**src/rtl/spi_slave_trx_sync.sv**
```systemverilog
// Oversampled SPI slave character transceiver: CPOL/CPHA modes, MSB/LSB order, 4..CHAR_NBITS bits.
// Optional internal loopback is compiled in by defining SPI_SLAVE_LOOP_EN.
module spi_slave_trx_sync #(
   parameter int CHAR_NBITS = 32,
   parameter int LEN_W      = $clog2(CHAR_NBITS)
) (
   input  logic                  S_SYSCLK,
   input  logic                  S_RESETN,
   input  logic                  S_ENABLE,
   input  logic                  S_CPOL,
   input  logic                  S_CPHA,
   input  logic                  S_REV,
   input  logic [LEN_W-1:0]      S_CHAR_LEN,
   input  logic                  S_LOOP,
   input  logic [CHAR_NBITS-1:0] S_TX_DATA,
   input  logic                  S_TX_VALID,
   output logic                  S_TX_READY,
   output logic [CHAR_NBITS-1:0] S_RX_DATA,
   output logic                  S_RX_VALID,
   input  logic                  S_RX_READY,
   output logic                  S_TX_UDR,
   output logic                  S_RX_OVR,
   input  logic                  S_ERR_CLR,
   output logic                  S_BUSY,
   input  logic                  S_SPI_CS,
   input  logic                  S_SPI_SCK,
   input  logic                  S_SPI_MOSI,
   output logic                  S_SPI_MISO,
   output logic                  S_SPI_MISO_OE
);

   typedef enum logic {
      ST_IDLE   = 1'b0,
      ST_ACTIVE = 1'b1
   } state_t;

   localparam logic [CHAR_NBITS-1:0] ONES   = {CHAR_NBITS{1'b1}};
   localparam logic [LEN_W-1:0]      LEN_MIN = LEN_W'(3);

   state_t                  state_q, state_d;
   logic [2:0]              sck_sync_q, sck_sync_d;
   logic [2:0]              cs_sync_q, cs_sync_d;
   logic [1:0]              mosi_sync_q, mosi_sync_d;
   logic                    cpol_q, cpol_d, cpha_q, cpha_d, rev_q, rev_d;
   logic [LEN_W-1:0]        len_q, len_d;
   logic [LEN_W-1:0]        bit_cnt_q, bit_cnt_d;
   logic [CHAR_NBITS-1:0]   tx_shift_q, tx_shift_d;
   logic [CHAR_NBITS-1:0]   rx_shift_q, rx_shift_d;
   logic [CHAR_NBITS-1:0]   tx_hold_q, tx_hold_d;
   logic                    tx_empty_q, tx_empty_d;
   logic [CHAR_NBITS-1:0]   rx_data_q, rx_data_d;
   logic                    rx_valid_q, rx_valid_d;
   logic                    rx_done_q, rx_done_d;
   logic                    udr_q, udr_d, ovr_q, ovr_d;
   logic                    miso_q, miso_d;
   logic                    oe_q, oe_d;

   logic sck_rise_s, sck_fall_s, lead_s, trail_s;
   logic start_s, abort_s, sample_s, shift_s;
   logic load_s, udr_set_s, ovr_set_s, rx_bit_s;

   // Bit position within the character for the n-th transferred bit
   function automatic logic [LEN_W-1:0] bit_pos(input logic rev, input logic [LEN_W-1:0] len_m1,
                                                input logic [LEN_W-1:0] cnt);
      return rev ? (len_m1 - cnt) : cnt;
   endfunction

   function automatic logic [CHAR_NBITS-1:0] len_mask(input logic [LEN_W-1:0] len_m1);
      logic [CHAR_NBITS-1:0] m;
      for (int i = 0; i < CHAR_NBITS; i++) begin
         m[i] = (i <= int'(len_m1));
      end
      return m;
   endfunction

   assign sck_rise_s = sck_sync_q[1] & ~sck_sync_q[2];
   assign sck_fall_s = ~sck_sync_q[1] & sck_sync_q[2];
   assign lead_s     = cpol_q ? sck_fall_s : sck_rise_s;
   assign trail_s    = cpol_q ? sck_rise_s : sck_fall_s;
   assign start_s    = (state_q == ST_IDLE) & ~cs_sync_q[1] & S_ENABLE;
   // CS counts as released while it is high in either of the last two stages
   assign abort_s    = (state_q == ST_ACTIVE) & (cs_sync_q[1] | cs_sync_q[2] | ~S_ENABLE);
   assign sample_s   = (state_q == ST_ACTIVE) & ~abort_s & (cpha_q ? trail_s : lead_s);
   assign shift_s    = (state_q == ST_ACTIVE) & ~abort_s & (cpha_q ? lead_s : trail_s);

`ifdef SPI_SLAVE_LOOP_EN
   assign rx_bit_s = S_LOOP ? miso_q : mosi_sync_q[1];
`else
   logic loop_unused_s;
   assign loop_unused_s = S_LOOP;
   assign rx_bit_s      = mosi_sync_q[1];
`endif

   // Next-state, datapath and handshake logic
   always_comb begin
      state_d     = state_q;
      sck_sync_d  = {sck_sync_q[1:0], S_SPI_SCK};
      cs_sync_d   = {cs_sync_q[1:0], S_SPI_CS};
      mosi_sync_d = {mosi_sync_q[0], S_SPI_MOSI};
      cpol_d      = cpol_q;
      cpha_d      = cpha_q;
      rev_d       = rev_q;
      len_d       = len_q;
      bit_cnt_d   = bit_cnt_q;
      tx_shift_d  = tx_shift_q;
      rx_shift_d  = rx_shift_q;
      tx_hold_d   = tx_hold_q;
      tx_empty_d  = tx_empty_q;
      rx_data_d   = rx_data_q;
      rx_valid_d  = rx_valid_q;
      rx_done_d   = 1'b0;
      miso_d      = miso_q;
      load_s      = 1'b0;
      udr_set_s   = 1'b0;
      ovr_set_s   = 1'b0;

      case (state_q)
         ST_IDLE: begin
            if (start_s) begin
               state_d   = ST_ACTIVE;
               cpol_d    = S_CPOL;
               cpha_d    = S_CPHA;
               rev_d     = S_REV;
               len_d     = (S_CHAR_LEN < LEN_MIN) ? LEN_MIN : S_CHAR_LEN;
               bit_cnt_d = {LEN_W{1'b0}};
               load_s    = 1'b1;
            end else begin
               bit_cnt_d = {LEN_W{1'b0}};
            end
         end
         ST_ACTIVE: begin
            if (abort_s) begin
               state_d = ST_IDLE;
            end else if (sample_s) begin
               rx_shift_d[bit_pos(rev_q, len_q, bit_cnt_q)] = rx_bit_s;
               if (bit_cnt_q == len_q) begin
                  bit_cnt_d = {LEN_W{1'b0}};
                  rx_done_d = 1'b1;
                  load_s    = 1'b1;
               end else begin
                  bit_cnt_d = bit_cnt_q + LEN_W'(1);
               end
            end else if (shift_s) begin
               miso_d = tx_shift_q[bit_pos(rev_q, len_q, bit_cnt_q)];
            end else begin
               miso_d = miso_q;
            end
         end
         default: state_d = ST_IDLE;
      endcase

      // Load uses the pre-write holding content; a same-cycle write lands afterwards
      if (load_s) begin
         if (!tx_empty_q) begin
            tx_shift_d = tx_hold_q;
            tx_empty_d = 1'b1;
         end else begin
            tx_shift_d = ONES;
            udr_set_s  = 1'b1;
         end
         if (!cpha_d) begin
            miso_d = tx_shift_d[bit_pos(rev_d, len_d, {LEN_W{1'b0}})];
         end else begin
            miso_d = miso_q;
         end
      end
      if (S_TX_VALID && tx_empty_q) begin
         tx_hold_d  = S_TX_DATA;
         tx_empty_d = 1'b0;
      end

      if (rx_done_q) begin
         if (!rx_valid_q || S_RX_READY) begin
            rx_data_d  = rx_shift_q & len_mask(len_q);
            rx_valid_d = 1'b1;
         end else begin
            ovr_set_s = 1'b1;
         end
      end else if (rx_valid_q && S_RX_READY) begin
         rx_valid_d = 1'b0;
      end else begin
         rx_valid_d = rx_valid_q;
      end

      udr_d = (udr_q & ~S_ERR_CLR) | udr_set_s;
      ovr_d = (ovr_q & ~S_ERR_CLR) | ovr_set_s;

      if (state_d == ST_IDLE) begin
         miso_d = 1'b1;
      end
`ifdef SPI_SLAVE_LOOP_EN
      oe_d = (state_d == ST_ACTIVE) & ~S_LOOP;
`else
      oe_d = (state_d == ST_ACTIVE);
`endif
   end

   // State and datapath registers
   always_ff @(posedge S_SYSCLK or negedge S_RESETN) begin
      if (!S_RESETN) begin
         state_q     <= ST_IDLE;
         sck_sync_q  <= 3'b000;
         cs_sync_q   <= 3'b111;
         mosi_sync_q <= 2'b11;
         cpol_q      <= 1'b0;
         cpha_q      <= 1'b0;
         rev_q       <= 1'b0;
         len_q       <= LEN_MIN;
         bit_cnt_q   <= {LEN_W{1'b0}};
         tx_shift_q  <= ONES;
         rx_shift_q  <= ONES;
         tx_hold_q   <= {CHAR_NBITS{1'b0}};
         tx_empty_q  <= 1'b1;
         rx_data_q   <= {CHAR_NBITS{1'b0}};
         rx_valid_q  <= 1'b0;
         rx_done_q   <= 1'b0;
         udr_q       <= 1'b0;
         ovr_q       <= 1'b0;
         miso_q      <= 1'b1;
         oe_q        <= 1'b0;
      end else begin
         state_q     <= state_d;
         sck_sync_q  <= sck_sync_d;
         cs_sync_q   <= cs_sync_d;
         mosi_sync_q <= mosi_sync_d;
         cpol_q      <= cpol_d;
         cpha_q      <= cpha_d;
         rev_q       <= rev_d;
         len_q       <= len_d;
         bit_cnt_q   <= bit_cnt_d;
         tx_shift_q  <= tx_shift_d;
         rx_shift_q  <= rx_shift_d;
         tx_hold_q   <= tx_hold_d;
         tx_empty_q  <= tx_empty_d;
         rx_data_q   <= rx_data_d;
         rx_valid_q  <= rx_valid_d;
         rx_done_q   <= rx_done_d;
         udr_q       <= udr_d;
         ovr_q       <= ovr_d;
         miso_q      <= miso_d;
         oe_q        <= oe_d;
      end
   end

   assign S_TX_READY    = tx_empty_q;
   assign S_RX_DATA     = rx_data_q;
   assign S_RX_VALID    = rx_valid_q;
   assign S_TX_UDR      = udr_q;
   assign S_RX_OVR      = ovr_q;
   assign S_BUSY        = (state_q == ST_ACTIVE);
   assign S_SPI_MISO    = miso_q;
   assign S_SPI_MISO_OE = oe_q;

endmodule

```
**config.mk**
```make
export PLATFORM = sky130hd
export DESIGN_NAME = spi_slave_trx_sync
export DESIGN_NICKNAME = d
export VERILOG_FILES = /design/src/rtl/spi_slave_trx_sync.sv
export SDC_FILE = /design/constraint.sdc
export NUM_CORES = 1
export LEC_CHECK = 0
export CORE_UTILIZATION = 40
export CTS_BUF_LIST = sky130_fd_sc_hd__clkbuf_8
export CTS_CLUSTER_SIZE = 28
export DETAILED_ROUTE_END_ITERATION = 8
export GPL_TIMING_DRIVEN = 0
export PLACE_DENSITY_LB_ADDON = 0.3
export SLEW_MARGIN = 10
export SYNTH_ARGS = -nofsm -noshare
export SYNTH_HDL_FRONTEND = slang
export SYNTH_SLANG_ARGS = --single-unit
```
**constraint.sdc**
```tcl
create_clock -name S_SYSCLK -period 3.3 [get_ports S_SYSCLK]
set_input_delay 0.495 -clock S_SYSCLK [delete_from_list [all_inputs] [get_ports S_SYSCLK]]
set_output_delay 0.495 -clock S_SYSCLK [all_outputs]
set_load 0.005 [all_outputs]
```
======== After elaboration in Yosys (flattened, before gate mapping) ========
Cells that the tools add are included.
word-level totals
  output and inout port bits .............. 39
  bits in registers ....................... 156
  word-level logic and storage cells ...... 150
  bits of input ports ..................... 50
cells by class
  add/subtract/negate cells ............... 2
  mux-type cells .......................... 50
  magnitude comparators ................... 35
  equal/unequal tests ..................... 9
  reductions and logical operators ........ 13
  bitwise logic cells ..................... 22
operators by type and width
  cell                   number
  $le A5 B5 Y1 const A   16
  $mux W32               2
  $le A4 B5 Y1 const A   8
  $mux W5                8
  $mux W1                33
  $and A32 B32 Y32       1
  $bwmux W32             1
  $le A3 B5 Y1 const A   4
  $lt A5 B6 Y1 const B   2
  $and A1 B1 Y1          10
  $bmux W1 S5            2
  $le A2 B5 Y1 const A   2
  $pmux W5 S2            1
  $ne A3 B2 Y1 const B   3
  $reduce_and A2 Y1      4
  $not A1 Y1             7
  $add A5 B1 Y5 const B  1
  $demux W1 S5           1
  $eq A5 B5 Y1           1
  $ge A5 B1 Y1 const B   1
  $le A1 B5 Y1 const A   1
  $lt A5 B2 Y1 const B   1
  $reduce_and A5 Y1      1
  $sub A5 B5 Y5          1
  11 further kinds       19

======== Longest topological paths before layout ========
Gate-level depths: netlist of the first run.
  word-level depth ........................ 15
  mapped depth ............................ 11
  mapped depth without buffers ............ 11

======== Least setup slack after synthesis of the first run ========
OpenSTA, ideal clock, no wires.
  kind .................................... register to register
  start ................................... register len_q[0]
  end ..................................... register miso_q, in the netlist S_SPI_MISO
  required time ........................... 3.204 ns
  stages on the path, launching flop included .. 12
  path buffers ............................ 1
  arrival ................................. 2.681 ns
  clock period less this slack ............ 2.777 ns
  setup slack ............................. 0.523 ns
  setup time .............................. 0.096 ns
  cell sequence ........................... dfstp_2 > inv_1 > ha_1 > inv_1 > fa_1 > mux2i_1 > clkbuf_8 > mux4_2 > mux2i_1 > nor3_1 > a211oi_1 > o221ai_1
between the ends
  longest elaborated chain between the ends .. 10
  elaborated cells between the ends (all ways) .. 27
  those cells by class .................... add/sub: 1; eq/ne: 6; mux: 19; reduce/logical: 1
ends and longest elaborated chain
  element                        line  RTL
  from (decl)                    45    logic [LEN_W-1:0] len_q, len_d;
  from (signal assigned)         229   len_q <= len_d;
  $sub A5 B5 Y5                  65    return rev ? (len_m1 - cnt) : cnt;
  $mux W5                        65
  $bmux W1 S5                    144   miso_d = tx_shift_q[bit_pos(rev_q, len_q, bit_cnt_q)];
  $mux W1 (not written as such)  144
  $mux W1                        143   end else if (shift_s) begin
  $mux W1                        134   end else if (sample_s) begin
  $mux W1                        132   if (abort_s) begin
  $mux W1                        117   case (state_q)
  $mux W1                        153   if (load_s) begin
  $mux W1                        188   if (state_d == ST_IDLE) begin
  to (signal assigned)           240   miso_q <= miso_d;
  to (decl)                      55    logic miso_q, miso_d;
Several ways; a longest one is shown, not always the timed one. The select of a mux whose other input is x is not followed.
A chain may end at the register's enable or synchronous reset.

======== Final worst setup path of the first run ========
  start ................................... register len_q[3]
  end ..................................... register rx_shift_q[14]
between the ends
  longest elaborated chain between the ends .. 7
  elaborated cells between the ends (all ways) .. 8
  those cells by class .................... add/sub: 1; order compare: 2; mux: 4; reduce/logical: 1
ends and longest elaborated chain
  element                                                                    line  RTL
  $sub A5 B5 Y5 (*)                                                          65
  $mux W5 (*)                                                                65
  $lt A5 B6 Y1 (not written as such) / $ge A5 B1 Y1 (equally long branches)  135   rx_shift_d[bit_pos(rev_q, len_q, bit_cnt_q)] = rx_bit_s;
  $logic_and A1 B1 Y1 (not written as such)                                  135
  $mux W1 (not written as such)                                              135
  $demux W1 S5 (*)                                                           135
  $bwmux W32 (*)                                                             135
  to (signal assigned)                                                       232   rx_shift_q <= rx_shift_d;
  to (decl)                                                                  48    logic [CHAR_NBITS-1:0] rx_shift_q, rx_shift_d;
Every way passes the cells marked *; elsewhere a longest branch is shown, timed or not.

==> results of run 1 <==
==> critical path: cells and delay by family (launching register included) <==
kind | cells | cell delay, ns
multiplexers | 1 | 0.35
flip-flops | 1 | 0.47
adder cells (fa/ha/maj) | 1 | 0.33
buffers and inverters | 1 | 0.14
AND/OR/NAND/NOR | 4 | 1.18
AO/OA/AOI/OAI | 1 | 0.55
==> layout by cell type (no fill, tap or decap), types with 4 or more instances in the layout <==
master           netlist  final
a21oi_1               10     10
a32o_1                 6      6
and3_1                 7      7
buf_1                  4      4
clkbuf_1              29     29
clkbuf_8               5     24
clkdlybuf4s50_1        0     86
clkinv_4               0      4
dfrtp_1               83     83
dfstp_2               73     73
ha_1                   5      5
inv_1                 12     12
inv_6                  0      4
mux2_2                60     60
mux2_4                 8      8
mux2i_1               18     17
mux4_2                 8      8
nand2_1              113    113
nand2b_1               4      4
nand3_1               16     16
nor2_1                66     66
nor2b_1                6      6
nor3_1                 6      6
nor3b_1                4      4
o211ai_1               4      4
o21a_1                 6      6
o21ai_0               71     71
o22ai_1                4      4
or3_1                  5      5
xnor2_1                4      4
==> cells by family after synthesis <==
family,after synthesis
multiplexers,95
adder cells (fa/ha/maj),6
flip-flops,156
AO/OA/AOI/OAI,136
buffers and inverters,59
AND/OR/NAND/NOR,246
XOR/XNOR,6
==> repair_timing <==
item | in CTS | in global routing
hold buffers | 1 | 0
endpoints found under the setup margin | 1 | 1
gates resized for setup | 1 | 1
pin swaps | 0 | 0
gates cloned | 0 | 0
endpoints found under the hold margin | 32 | 0
==> worst min-delay path by stage <==
stage	cells past startpoint	end	from	slack [ns]
final	0	sck_sync_q[1]	sck_sync_q[0]	0.35
after global routing	0	mosi_sync_q[1]	mosi_sync_q[0]	0.36
after CTS	0	sck_sync_q[1]	sck_sync_q[0]	0.35
after detailed placement	0	sck_sync_q[1]	sck_sync_q[0]	0.34
after global placement	0	sck_sync_q[1]	sck_sync_q[0]	0.34
after floorplan	0	S_RX_DATA[0]	S_RESETN	0.20
==> per-layer routing <==
metal  part of all wire (%)  routed length (microns)
met1                     46                     8680
met5                      0                        0
met3                    3.4                      635
met2                     48                     9040
met4                    1.7                      320
==> power groups by stage <==
stage          sequential [mW]  combinational, mW  clock [mW]
3_3_place_gp              2.67               1.34           0
2_1_floorplan             2.56              0.988           0
4_1_cts                   2.65               1.37        1.38
6_report                  2.65               1.37        1.36
3_5_place_dp              2.69               1.36           0
5_1_grt                   2.70               1.52        1.46
==> metrics by stage <==
step | setup TNS [ns] | utilization (%) | area [sq um] | setup WS (ns) | hold WS (ns)
detailed placement | -0.168 | 47.9 | 8760 | -0.168 | 0.336
CTS | 0 | 50.0 | 9140 | 0.0557 | 0.355
global placement | -581.76 | 47.8 | 8730 | -4.67 | 0.336
global route | 0 | 50.1 | 9150 | 0.00497 | 0.361
finish | 0 | 50.1 | 9150 | 0.207 | 0.351
floorplan | 0 | - | 7570 | 0.523 | 0.199
==> sequential cells by signal, summed over array words and instances (netlist names), 2 cells and up <==
signal	flops
bit_cnt_q	5
cs_sync_q	3
rx_shift_q	32
len_q	5
sck_sync_q	3
tx_hold_q	32
S_RX_DATA	32
tx_shift_q	32
mosi_sync_q	2
==> area by class of cell <==
cell class                      instances  area (sq um)  area share (%)
Buffer                                 46           249            2.72
Clock buffer                           19           262            2.86
Clock inverter                         13           106            1.16
Inverter                               13          48.8           0.533
Multi-Input combinational cell        489          3290            35.9
Sequential cell                       156          4000            43.7
Tap cell                              229           287            3.13
Timing Repair Buffer                   89           913            9.98
==> results.cfg, run 1 <==
[global_routing]
globalRoute.totalOverflow = 0
grt_pass1_wl_mm = 30.6
antenna_found_initial = 0
grt_max_degree = 107
grtUsageMet3_pct = 3.61
met2_usage_pct = 33.0
grt_pass1_vias = 5641
grt.busiest_layer = met2
grt_use_total_pct = 20.2
grt_use_met1_pct = 27.3

[critical_path]
critPathSlowestCell = a221oi_1
worstSetupEndpoint = rx_shift_q[14]
cp.arrival_ns = 3.49
critPathCaptureType = register
crit_start = len_q[3]
path_max_fanout = 9
max_stage_delay_ns = 0.55
worstPathRequired_ns = 3.69
crit_type = reg -> reg
r2r_start = len_q[3]
path_cells = ha_1 > buf_6 > or4b_1 > and3_1 > a221oi_1 > nand3_1 > nor2_1 > mux2_2
startpoint_type = register
reg2reg_to = rx_shift_q[14]
r2r_slack_ns = 0.21
r2r.worst_path.cells = 8

[pwr]
p_per_area_nw_per_um2 = 588
seqPwrFrac_pct = 49.3
combPwrFrac_pct = 25.4
p_int_mw = 3.60
clkPwrFrac_pct = 25.3
switchingPower_mw = 1.78
switching_share_pct = 33.0
irDropWorstVdd_mv = 0.360
leakagePower_nw = 3.72
total_power_mw = 5.38

[die]
die_y_microns = 140
rows = 49
die_width_microns = 140
die-area_sq_um = 19500
start_util_pct = 41.4
io_pins = 89
fp.coreArea_sq_um = 18300

[synth]
syn_area_sq_um = 7570
synth-adder-area-share_pct = 1.09
avgSynthCellArea_sq_um = 10.8
synth_seq_cells = 156
yosys_warnings = 0
yosysSeqAreaShare_pct = 52.8
synth_edf_count = 0
yosys.area.top_type = dfrtp_1
synth-xor-area-share_pct = 0.694
yosysMostFrequentCell = nand2_1
synth_mux_area_share_pct = 15.4
synth_ff_type = dfrtp_1
synthArstFlopShare_pct = 100
synthTopCellsByArea = dfrtp_1 27%, dfstp_2 25%, mux2_2 8.9%
synth_top_family_by_area = multiplexers
syn_inst = 704
synth_top_area_share_pct = 27.4
synth_nets = 760
synth_cell_types = 70
yosys.area_share.simple_pct = 14.7
synth_compound_area_share_pct = 11.3
netlist_top_cells_count = 113 x nand2_1, 83 x dfrtp_1, 73 x dfstp_2

[finish]
final_cell_count_no_fill = 1054
n_antenna_cell = 0
layout-drive-gt1-share_pct = 25.2
nets = 868
fill_cells = 1686
syn_to_final_growth_pct = 20.9

[sta]
fin_skew_ns = 0.0148
max_freq_mhz = 323
fin_crit_sh_pct = 93.7
drv_slew = 0
rsz0062_at_grt = no
finalCriticalPeriod_ns = 3.09
finalHoldViolCount = 0
tightest_slew_ns = 0.807
maxSlewHeadroom_pct = 44.7
setup_viol = 0

[cts]
cts_tree = yes
cts_sinks = 156
clkSlewWorstSetupHoldPaths_ns = 0.09
cts.path.max_buffers = 2
clock-root-buffer = clkbuf_8
clock_latency_ns = 0.46
numCtsBuffers = 17
cts_setup_buffers = 0
htree_levels = 4

[routing]
dr_total_vias = 5737
dr.pass1.iters = 8
drc = 0
drt_wl_total_mm = 18.7
viasPerCell = 5.44
postRouteAntennaNets = 0
drt_iter0_markers = 432
wl_per_cell_microns = 17.7

[min_path]
min_path_type = reg -> reg

[place]
placedCellCount = 1021
portBuffers = 87
hpwlAfterDp_mm = 13.5
routabilityCongestion = 0.849

[run_status]
outcome = complete, no violations

[job]
cap_violations = 0
Note: power is estimated with default switching activity, not from simulation.
==> inputs of run 2 (changes only) <==
- CELL_PAD_IN_SITES_DETAIL_PLACEMENT: default -> 1
- CELL_PAD_IN_SITES_GLOBAL_PLACEMENT: default -> 1
==> run 2 against run 1 <==
Maximum frequency down 4.1%. First-iteration DRC count down 18%. Global-route usage up 2.7 points. Setup slack worse by 0.13 ns. The run now ends with negative hold slack left. Via count up 2.6%. Sequential share of layout area down 0.70 points. Non-clock buffer count up 4. Routed wire length up 14%. Register-to-register slack worse by 0.13 ns. Final area up 1.6%.
==> results.cfg, run 2 (synthesis results as in run 1) <==
[routing]
postRouteAntennaNets = 0
dr.pass1.iters = 4
viasPerCell = 5.56
dr_total_vias = 5885
drc = 0
drt_wl_total_mm = 21.3
wl_per_cell_microns = 20.1
drt_iter0_markers = 355

[finish]
n_antenna_cell = 0
final_cell_area_sq_um = 9300
layout-drive-gt1-share_pct = 25.9
fill_cells = 1965
syn_to_final_growth_pct = 22.8
layout_commonest_cell = nand2_1
seqCellArea_sq_um = 4000
layout_common_cells = 113 x nand2_1, 86 x clkdlybuf4s50_1, 83 x dfrtp_1
multi_input_area_sq_um = 3290
final_cell_count_no_fill = 1058
nets = 872

[cts]
htree_levels = 4
cts.path.max_buffers = 2
cts_tree = yes
clock-root-buffer = clkbuf_8
numCtsBuffers = 17
hold_buffers = 0
clock_latency_ns = 0.47
cts_sinks = 156
clkSlewWorstSetupHoldPaths_ns = 0.08

[critical_path]
cp.arrival_ns = 3.58
r2r_start = len_q[3]
worstPathRequired_ns = 3.66
r2r.worst_path.cells = 9
crit_type = reg -> reg
path_max_fanout = 9
startpoint_type = register
r2r_slack_ns = 0.07
crit_start = len_q[3]
reg2reg_to = S_SPI_MISO
critPathCaptureType = register

[min_path]
min_path_type = in -> async

[die]
fp.coreArea_sq_um = 18300
io_pins = 89
die_width_microns = 140
die-area_sq_um = 19500
start_util_pct = 41.4
die_y_microns = 140
rows = 49

[global_routing]
grt_pass1_wl_mm = 34.0
globalRoute.totalOverflow = 0
grt_pass1_vias = 6185
grt_max_degree = 80
antenna_found_initial = 0
grt_use_total_pct = 22.8

[sta]
worst_slack_ns = 0.0740
finalCriticalPeriod_ns = 3.23
setup_viol = 0
tightest_slew_ns = 0.827
fin_crit_sh_pct = 97.8
finalHoldViolCount = 4
drv_slew = 0
fin_skew_ns = 0.0142
max_freq_mhz = 310
rsz0062_at_grt = no
maxSlewHeadroom_pct = 43.3
worst_hold_slack_ns = -0.0121

[pwr]
switching_share_pct = 31.2
switchingPower_mw = 1.82
p_int_mw = 4.01
leakagePower_nw = 3.80
combPwrFrac_pct = 24.5
irDropWorstVdd_mv = 0.293
seqPwrFrac_pct = 45.9
clkPwrFrac_pct = 29.6
p_per_area_nw_per_um2 = 627

[place]
hpwlAfterDp_mm = 15.6
post-place-ws_ns = -0.439
placedCellCount = 1021
portBuffers = 87
routabilityCongestion = 0.873
dpl_cell_area_sq_um = 8760

[job]
cap_violations = 0

[run_status]
violations = negative hold slack
outcome = complete, but fails checks
-- run 2: changes by cell type in the layout (fill, tap and decap cells not counted), sizes merged, moves of 2 or more --
cell    delta
buf        +5
bufinv     +5
clkinv     -3
inv        -2
-- run 2: area by class of cell --
class | count | share of cell area [%]
Buffer | 46 | 2.69
Sequential cell | 156 | 43.0
Timing Repair Buffer | 93 | 10.1
Inverter | 13 | 0.525
Clock buffer | 20 | 2.96
Multi-Input combinational cell | 489 | 35.4
Clock inverter | 12 | 2.22
Tap cell | 229 | 3.08
-- run 2: power groups by stage --
stage	logic [mW]	registers (mW)	clock network [mW]
after floorplan	0.988	2.56	0
after global placement	1.33	2.67	0
after detailed placement	1.40	2.70	0
after CTS	1.42	2.67	1.75
after global routing	1.57	2.72	1.83
final	1.43	2.67	1.73
-- run 2: metrics by stage --
| step | TNS [ns] | power (mW) | utilization [%] | hold WS, ns |
|---|---|---|---|---|
| 6_report | 0 | 5.83 | 50.9 | -0.0121 |
| 5_1_grt | 0 | 6.11 | 50.9 | 0.0315 |
| 4_1_cts | 0 | 5.84 | 50.6 | 0.0354 |
| 3_5_place_dp | -1.09 | 4.10 | 47.9 | 0.349 |
| 3_3_place_gp | -536.35 | 4.00 | 47.8 | 0.338 |
| 2_1_floorplan | 0 | 3.55 | - | 0.199 |
-- run 2: routing by layer --
layer  wire length, microns  share of wire (%)  vias to the layer above  global-route usage (%)
met5                      0                  0                        -                       0
met4                    531                2.5                        0                    9.20
met3                    915                4.3                       44                    4.34
met2                  10800                 51                      156                    39.6
met1                   9070                 43                     2987                    28.0
li1                       -                  -                     2698                       -
-- run 2: critical path: stages, from the launching register on --
cell and delay (ns):
dfrtp_1 0.49, ha_1 0.34, buf_6 0.14, or4b_1 0.51, and3_1 0.21, a221o_2 0.51, a31oi_1 0.19, o21ai_1 0.08
a211oi_1 0.40, o221ai_1 0.24
-- run 2: how the worst max path moves through the flow --
stage	endpoint	slack (ns)	cells after the start
after global placement	tx_hold_q[24]	-4.33	1
after detailed placement	S_SPI_MISO	-0.44	11
after CTS	S_SPI_MISO	0.04	11
after global routing	S_SPI_MISO	0.02	11
after floorplan	S_SPI_MISO	0.52	11
final	S_SPI_MISO	0.07	9
-- run 2: repair_timing --
action	4_1_cts	5_1_grt
resized for setup	2	3
buffers inserted	0	5
setup endpoints to repair	8	14
